[src/rtl/reaction_pkg.sv]
// Shared types and constants for the reaction-timer sequencer and its LFSR.
package reaction_pkg;

   typedef enum logic [2:0] {
      IDLE  = 3'd0,
      ARM   = 3'd1,
      WAIT  = 3'd2,
      REACT = 3'd3,
      DONE  = 3'd4
   } state_t;

   localparam logic [15:0] LFSR_TAPS = 16'hB400;
   localparam int          MS_W      = 14;

   // Right-shifting Galois step for x^16+x^14+x^13+x^11+1
   function automatic logic [15:0] lfsr_next(input logic [15:0] v);
      return v[0] ? ((v >> 1) ^ LFSR_TAPS) : (v >> 1);
   endfunction

endpackage

[src/rtl/lfsr_16.sv]
// Free-running 16-bit Galois LFSR; loads the seed on reset and never reaches zero from a nonzero seed.
module lfsr_16
   import reaction_pkg::*;
(
   input  logic        clk,
   input  logic        reset,
   input  logic [15:0] seed,
   output logic [15:0] q
);

   always_ff @(posedge clk) begin
      if (reset) q <= seed;
      else       q <= lfsr_next(q);
   end

endmodule

[src/rtl/reaction_ctrl.sv]
// Reaction-timer sequencer driving the delay_16 stage and measuring response time in ms.
// Optional best-time tracking is enabled with REACTION_BEST_EN.
//
// state | meaning
// IDLE  | waiting for start, outputs quiet
// ARM   | one cycle: load N from the LFSR
// WAIT  | trigger held high until time_out, stop here is a cheat
// REACT | led lit, counting tick_ms until stop or saturation
// DONE  | result held until start
module reaction_ctrl
   import reaction_pkg::*;
#(
   parameter logic [15:0]     MIN_DELAY = 16'd1000,
   parameter logic [15:0]     RAND_MASK = 16'h0FFF,
   parameter logic [MS_W-1:0] MAX_MS    = 14'd9999,
   parameter logic [15:0]     LFSR_SEED = 16'hACE1
) (
   input  logic            clk,
   input  logic            reset,
   input  logic            start,
   input  logic            stop,
   input  logic            tick_ms,
   input  logic            time_out,
   output logic            trigger,
   output logic [15:0]     N,
   output logic            led,
   output logic [MS_W-1:0] react_ms,
   output logic            valid,
   output logic            cheat,
   output logic            over
`ifdef REACTION_BEST_EN
   ,
   output logic [MS_W-1:0] best_ms
`endif
);

   state_t          r_state;
   state_t          w_next;
   logic [15:0]     w_lfsr;
   logic [15:0]     r_n;
   logic [MS_W-1:0] r_cnt;
   logic [MS_W-1:0] r_react;
   logic            r_valid;
   logic            r_cheat;
   logic            r_over;
   logic            w_sat;

   lfsr_16 u_lfsr (
      .clk   (clk),
      .reset (reset),
      .seed  (LFSR_SEED),
      .q     (w_lfsr)
   );

   // Saturation fires on the tick that would bring the count to MAX_MS
   assign w_sat = tick_ms && (r_cnt == (MAX_MS - 14'd1));

   always_ff @(posedge clk) begin
      if (reset) r_state <= IDLE;
      else       r_state <= w_next;
   end

   always_comb begin
      w_next  = r_state;
      trigger = 1'b0;
      led     = 1'b0;
      case (r_state)
         IDLE:  if (start) w_next = ARM;
         ARM:   w_next = WAIT;
         WAIT: begin
            trigger = 1'b1;
            if (stop)          w_next = DONE;
            else if (time_out) w_next = REACT;
         end
         REACT: begin
            led = 1'b1;
            if (stop || w_sat) w_next = DONE;
         end
         DONE:  if (start) w_next = IDLE;
         default: w_next = IDLE;
      endcase
   end

   always_ff @(posedge clk) begin
      if (reset) begin
         r_n     <= '0;
         r_cnt   <= '0;
         r_react <= '0;
         r_valid <= 1'b0;
         r_cheat <= 1'b0;
         r_over  <= 1'b0;
      end else begin
         case (r_state)
            IDLE: begin
               if (start) begin
                  r_react <= '0;
                  r_valid <= 1'b0;
                  r_cheat <= 1'b0;
                  r_over  <= 1'b0;
               end
            end
            ARM: r_n <= MIN_DELAY + (w_lfsr & RAND_MASK);
            WAIT: begin
               r_cnt <= '0;
               if (stop) begin
                  r_cheat <= 1'b1;
                  r_react <= '0;
                  r_valid <= 1'b0;
               end
            end
            REACT: begin
               if (stop) begin
                  r_react <= r_cnt;
                  r_valid <= 1'b1;
               end else if (w_sat) begin
                  r_react <= MAX_MS;
                  r_over  <= 1'b1;
               end else if (tick_ms) begin
                  r_cnt <= r_cnt + 14'd1;
               end
            end
            default: ;
         endcase
      end
   end

`ifdef REACTION_BEST_EN
   logic [MS_W-1:0] r_best;

   always_ff @(posedge clk) begin
      if (reset)                              r_best <= MAX_MS;
      else if (r_valid && (r_react < r_best)) r_best <= r_react;
   end

   assign best_ms = r_best;
`endif

   assign N        = r_n;
   assign react_ms = r_react;
   assign valid    = r_valid;
   assign cheat    = r_cheat;
   assign over     = r_over;

endmodule
[config.mk]
export PLATFORM = sky130hd
export DESIGN_NAME = reaction_ctrl
export DESIGN_NICKNAME = d
export VERILOG_FILES = /design/src/rtl/reaction_pkg.sv /design/src/rtl/lfsr_16.sv /design/src/rtl/reaction_ctrl.sv
export SDC_FILE = /design/constraint.sdc
export NUM_CORES = 1
export LEC_CHECK = 0
export ABC_AREA = 1
export CAP_MARGIN = 40
export CORE_ASPECT_RATIO = 0.8
export CORE_MARGIN = 4
export CORE_UTILIZATION = 35
export CTS_CLUSTER_SIZE = 16
export DETAILED_ROUTE_END_ITERATION = 7
export PLACE_DENSITY = 0.64
export SETUP_SLACK_MARGIN = 0.02
export SLEW_MARGIN = 20
export SYNTH_ARGS = -nofsm -noshare
export SYNTH_HDL_FRONTEND = slang
export SYNTH_SLANG_ARGS = --single-unit
[constraint.sdc]
create_clock -name clk -period 2.35 [get_ports clk]
set_input_delay 0.235 -clock clk [delete_from_list [all_inputs] [get_ports clk]]
set_output_delay 0.235 -clock clk [all_outputs]
set_load 0.005 [all_outputs]
==> reports/metrics.sh <==
CTS.REPORTEDPATHS.CLKPINSLEW_PS=70
CLOCK_POWER_SHARE_PCT=34.7
SLEW_HEADROOM_PCT=56.64
POST_CTS_RESIZE_COUNT=0
MAX-CAP-VIOLATIONS=0
FINALSETUPVIOLCOUNT=0
PERIOD_MINUS_SLACK_PS=2070
ARRIVAL_PS=1840
CRIT_CHAIN='inv_2, nor2_4, nand2_2, inv_1, clkdlybuf4s50_1'
COUNT_OF_FLIP_FLOPS_WITH_A_BUILT_IN_ENABLE_AFTER_SYNTHESIS=0
PLACE_CONGESTION=0.8389
CLOCK_BUFFER_COUNT_FROM_CTS=9
ROUTE.ANTENNA.REMAINING_NETS=0
MOST_FREQUENT_CELL_AFTER_SYNTHESIS='sky130_fd_sc_hd__nand2_1'
YOSYSUNIQUECELLTYPES=34
X_DIMENSION_OF_THE_DIE_UM=111.2
POWER.COMBINATIONAL.FRACTION_PCT=19.0
GRT_REMAINING_OVERFLOW=0
YS_TOP_CELLS_BY_AREA='sky130_fd_sc_hd__dfxtp_1 42%, sky130_fd_sc_hd__nand2_1 13%, sky130_fd_sc_hd__nor2_1 8.2%, sky130_fd_sc_hd__a21oi_1 6.6%, sky130_fd_sc_hd__inv_1 5.5%'
NUM_IO_PINS=41
DETAILEDROUTE.FIRSTITERATIONVIOLATIONS=232
SYNTH.TOP_CELL.AREA_SHARE_PCT=42.34
GRT_START_MAX_NET_PINS=31
YS_WARN_COUNT=0
PLACE_WS_PS=298.1
RSZ0062_AT_GRT='false'
SYNTH_SEQUENTIAL_AREA_RATIO_PCT=42.34
SYN_INST=437
POWER.SHARE.SEQUENTIAL_PCT=46.4
LAYOUT_SETUP_WS_PS=279.8
SYNTH.TOP_CELLS.BY_COUNT='103 x sky130_fd_sc_hd__nand2_1, 65 x sky130_fd_sc_hd__nor2_1, 63 x sky130_fd_sc_hd__dfxtp_1'
CLOCK_TREE_FROM_TRITONCTS='yes'
WORST-R2R-SETUP-SLACK_PS=410
POWER.STATIC_LEAKAGE_nW=1.454
CLOCK_SINK_COUNT=63
SYNTH-MAIN-FF-CELL='sky130_fd_sc_hd__dfxtp_1'
CLOCK-ROOT-BUFFER='sky130_fd_sc_hd__clkbuf_8'
REMAINING_DRC_ERRORS=0
CP-START-KIND='register'
TOTAL_ROUTING_USAGE_GR_PCT=14.59
IR_DROP_uV=283.7
REPORT.FINAL.HOLD_VIOL_COUNT=0
GRT_PASS1_VIAS=2461
POST_CTS_BUFFERS=0
REQUIRED_PS=2120
WORST-PATH-MAX-FANOUT=16
FMAX_MHz=483.0
DRT-PASS1-ITER-COUNT=4
ROUTED_WIRE_LENGTH_UM=6890
TIMING_WORST_SETUP_PATH_TYPE='register to primary output'
SYNTH_LARGEST_AREA_CELL='sky130_fd_sc_hd__dfxtp_1'
SYNTHESIS.AREA_PER_INSTANCE_UM2=6.817
PLACE_HPWL_UM=4945
GRT_PASS1_WL_UM=11940
FLOW.AREA_GROWTH_FROM_SYNTHESIS_PCT=20.83
POWER-PER-CELL-AREA_nW_PER_UM2=727.9
LAYOUT-DRIVE-GT1-SHARE_PCT=8.386
CLOCK_TREE.HTREE_LEVEL_COUNT=3
VIAS=2728
SLEW_VIOLATIONS=0
FLOORPLAN.DIE_AREA_UM2=10060
RUN_STATUS='finished, final reports clean'
SYN-CELL-AREA_UM2=2979
TOTAL_SWITCHING_POWER_mW=0.7411
N_ANTENNA_CELL=0
SYNTHARSTFLOPSHARE_PCT=0
CTS-HOLD-FIX-BUFFERS=0
IO_BUFFERS=37
ANTENNA_FOUND_INITIAL=0
FLOORPLAN.INITIALDENSITY_PCT=36.82
TIMING.SETUP.TNS_PS=0
PLACEMENTROWS=29
MAX_SLEW.WORST_PIN.SLEW_PS=648.3
SWITCHING_SHARE_PCT=28.28
CELLINTERNALPOWER_mW=1.879
DRT-VIAS-PER-INSTANCE=4.663
CP_SLOWEST_STAGE_DELAY_PS=510
TIGHTEST_HOLD_CHECK_TYPE='register to register'
COREAREA_UM2=8092
ROUTE.DETAILED.WL_PER_INST_UM=11.78
CHIPHEIGHT_UM=90.52
CRIT_SLOWEST_CELL='sky130_fd_sc_hd__clkdlybuf4s50_1'
CTS_BUFFER_DEPTH=2
CLOCK_INSERTION_DELAY_AT_THE_LATER_PIN_OF_THE_SKEW_REPORT_PS=340
MIN_PERIOD_OVER_PERIOD_PCT=88.09
SKEW_PS=6.717
END_KIND='primary output'
NETS=482
POSTSYNTHREGISTERBITS=63
-- cells by family after synthesis --
group / synth area share (%)
AND/OR/NAND/NOR: 31.92
flip-flops: 42.34
other: 0.1259
adder cells (fa/ha/maj): 1.260
buffers and inverters: 10.33
XOR/XNOR: 1.176
AO/OA/AOI/OAI: 12.85
-- critical path, delay by kind of cell (launching register included) --
family / cells / cell delay, ps
simple gates: 2 / 340
buf+inv: 3 / 730
flops: 1 / 430
-- layer usage --
| layer | GRT usage [%] | part of all wire (%) | vias to the layer above |
|---|---|---|---|
| met5 | 0 | 0 | - |
| met4 | 4.255 | 1.0 | 0 |
| met3 | 5.827 | 8.2 | 7 |
| met2 | 19.95 | 39 | 78 |
| met1 | 20.93 | 51 | 1198 |
| li1 | - | - | 1445 |
-- power groups by stage --
stage	sequential (mW)	combinational [mW]	clock (mW)
5_1_grt	1.23	0.569	0.977
4_1_cts	1.22	0.503	0.933
6_report	1.22	0.497	0.908
3_3_place_gp	1.24	0.494	0
3_5_place_dp	1.24	0.502	0
2_1_floorplan	1.24	0.301	0
-- state kept, by name, indices dropped and copies added, names as in the netlist --
signal / cells
N: 13
cheat: 1
over: 1
r_cnt: 14
r_state: 3
react_ms: 14
u_lfsr.q: 16
valid: 1
-- stage by stage --
| stage | util [%] | std cells | hold WS, ps | instance area [µm²] | power (mW) |
|---|---|---|---|---|---|
| 2_1_floorplan | - | 439 | 388.3 | 2987 | 1.542 |
| 3_3_place_gp | 42.18 | 570 | 390.6 | 3413 | 1.733 |
| 3_5_place_dp | 42.18 | 570 | 397.3 | 3413 | 1.742 |
| 4_1_cts | 44.49 | 585 | 412.7 | 3600 | 2.653 |
| 5_1_grt | 44.49 | 585 | 428.0 | 3600 | 2.774 |
| 6_report | 44.49 | 585 | 407.8 | 3600 | 2.620 |
-- placed cells by master, fill, tap and decap left out --
cell type / netlist / layout
sky130_fd_sc_hd__buf_4: 5 / 5
sky130_fd_sc_hd__nor2_2: 2 / 2
sky130_fd_sc_hd__clkbuf_8: 0 / 9
sky130_fd_sc_hd__o21ai_0: 24 / 24
sky130_fd_sc_hd__o211ai_1: 2 / 2
sky130_fd_sc_hd__nor3_1: 4 / 4
sky130_fd_sc_hd__o21ai_1: 2 / 2
sky130_fd_sc_hd__ha_1: 3 / 3
sky130_fd_sc_hd__o21bai_1: 1 / 1
sky130_fd_sc_hd__clkdlybuf4s50_1: 0 / 37
sky130_fd_sc_hd__nor3_4: 1 / 1
sky130_fd_sc_hd__nand2_1: 103 / 103
sky130_fd_sc_hd__xnor2_1: 1 / 1
sky130_fd_sc_hd__conb_1: 1 / 3
sky130_fd_sc_hd__clkinv_2: 0 / 2
sky130_fd_sc_hd__or2_2: 3 / 3
sky130_fd_sc_hd__nor3_2: 1 / 1
sky130_fd_sc_hd__nand3b_1: 1 / 1
sky130_fd_sc_hd__a31oi_1: 2 / 2
sky130_fd_sc_hd__dfxtp_1: 63 / 63
sky130_fd_sc_hd__o31ai_1: 1 / 1
sky130_fd_sc_hd__xor2_1: 3 / 3
sky130_fd_sc_hd__nor2_1: 65 / 65
sky130_fd_sc_hd__nand3_1: 31 / 31
sky130_fd_sc_hd__o21a_1: 1 / 1
sky130_fd_sc_hd__a21boi_0: 1 / 1
sky130_fd_sc_hd__clkinvlp_4: 0 / 3
sky130_fd_sc_hd__nand2_2: 7 / 7
sky130_fd_sc_hd__nand4_1: 4 / 4
sky130_fd_sc_hd__nor2_4: 1 / 1
sky130_fd_sc_hd__inv_2: 5 / 5
sky130_fd_sc_hd__inv_1: 44 / 44
sky130_fd_sc_hd__bufinv_16: 0 / 1
sky130_fd_sc_hd__clkinv_1: 2 / 2
sky130_fd_sc_hd__a21oi_1: 39 / 39
-- path summary, 6_finish.rpt --
kind | from | to | cells past startpoint
worst min-delay path | u_lfsr.q[12] | u_lfsr.q[11] | 1
worst min register to register | u_lfsr.q[12] | u_lfsr.q[11] | 1
worst max register to register | r_state[0] | react_ms[5] | 7
worst max-delay path | r_state[1] | trigger | 5
-- final cells by class --
type	instances	area, µm²
repair buffers	42	407.9
flip-flops and latches	63	1261
inverters	51	191.4
multi-input cells	306	1418
clock buffers	9	123.9
fillers	855	4492
well taps	108	135.1
clock inverters	6	62.56
(Power assumes the default switching activity.)
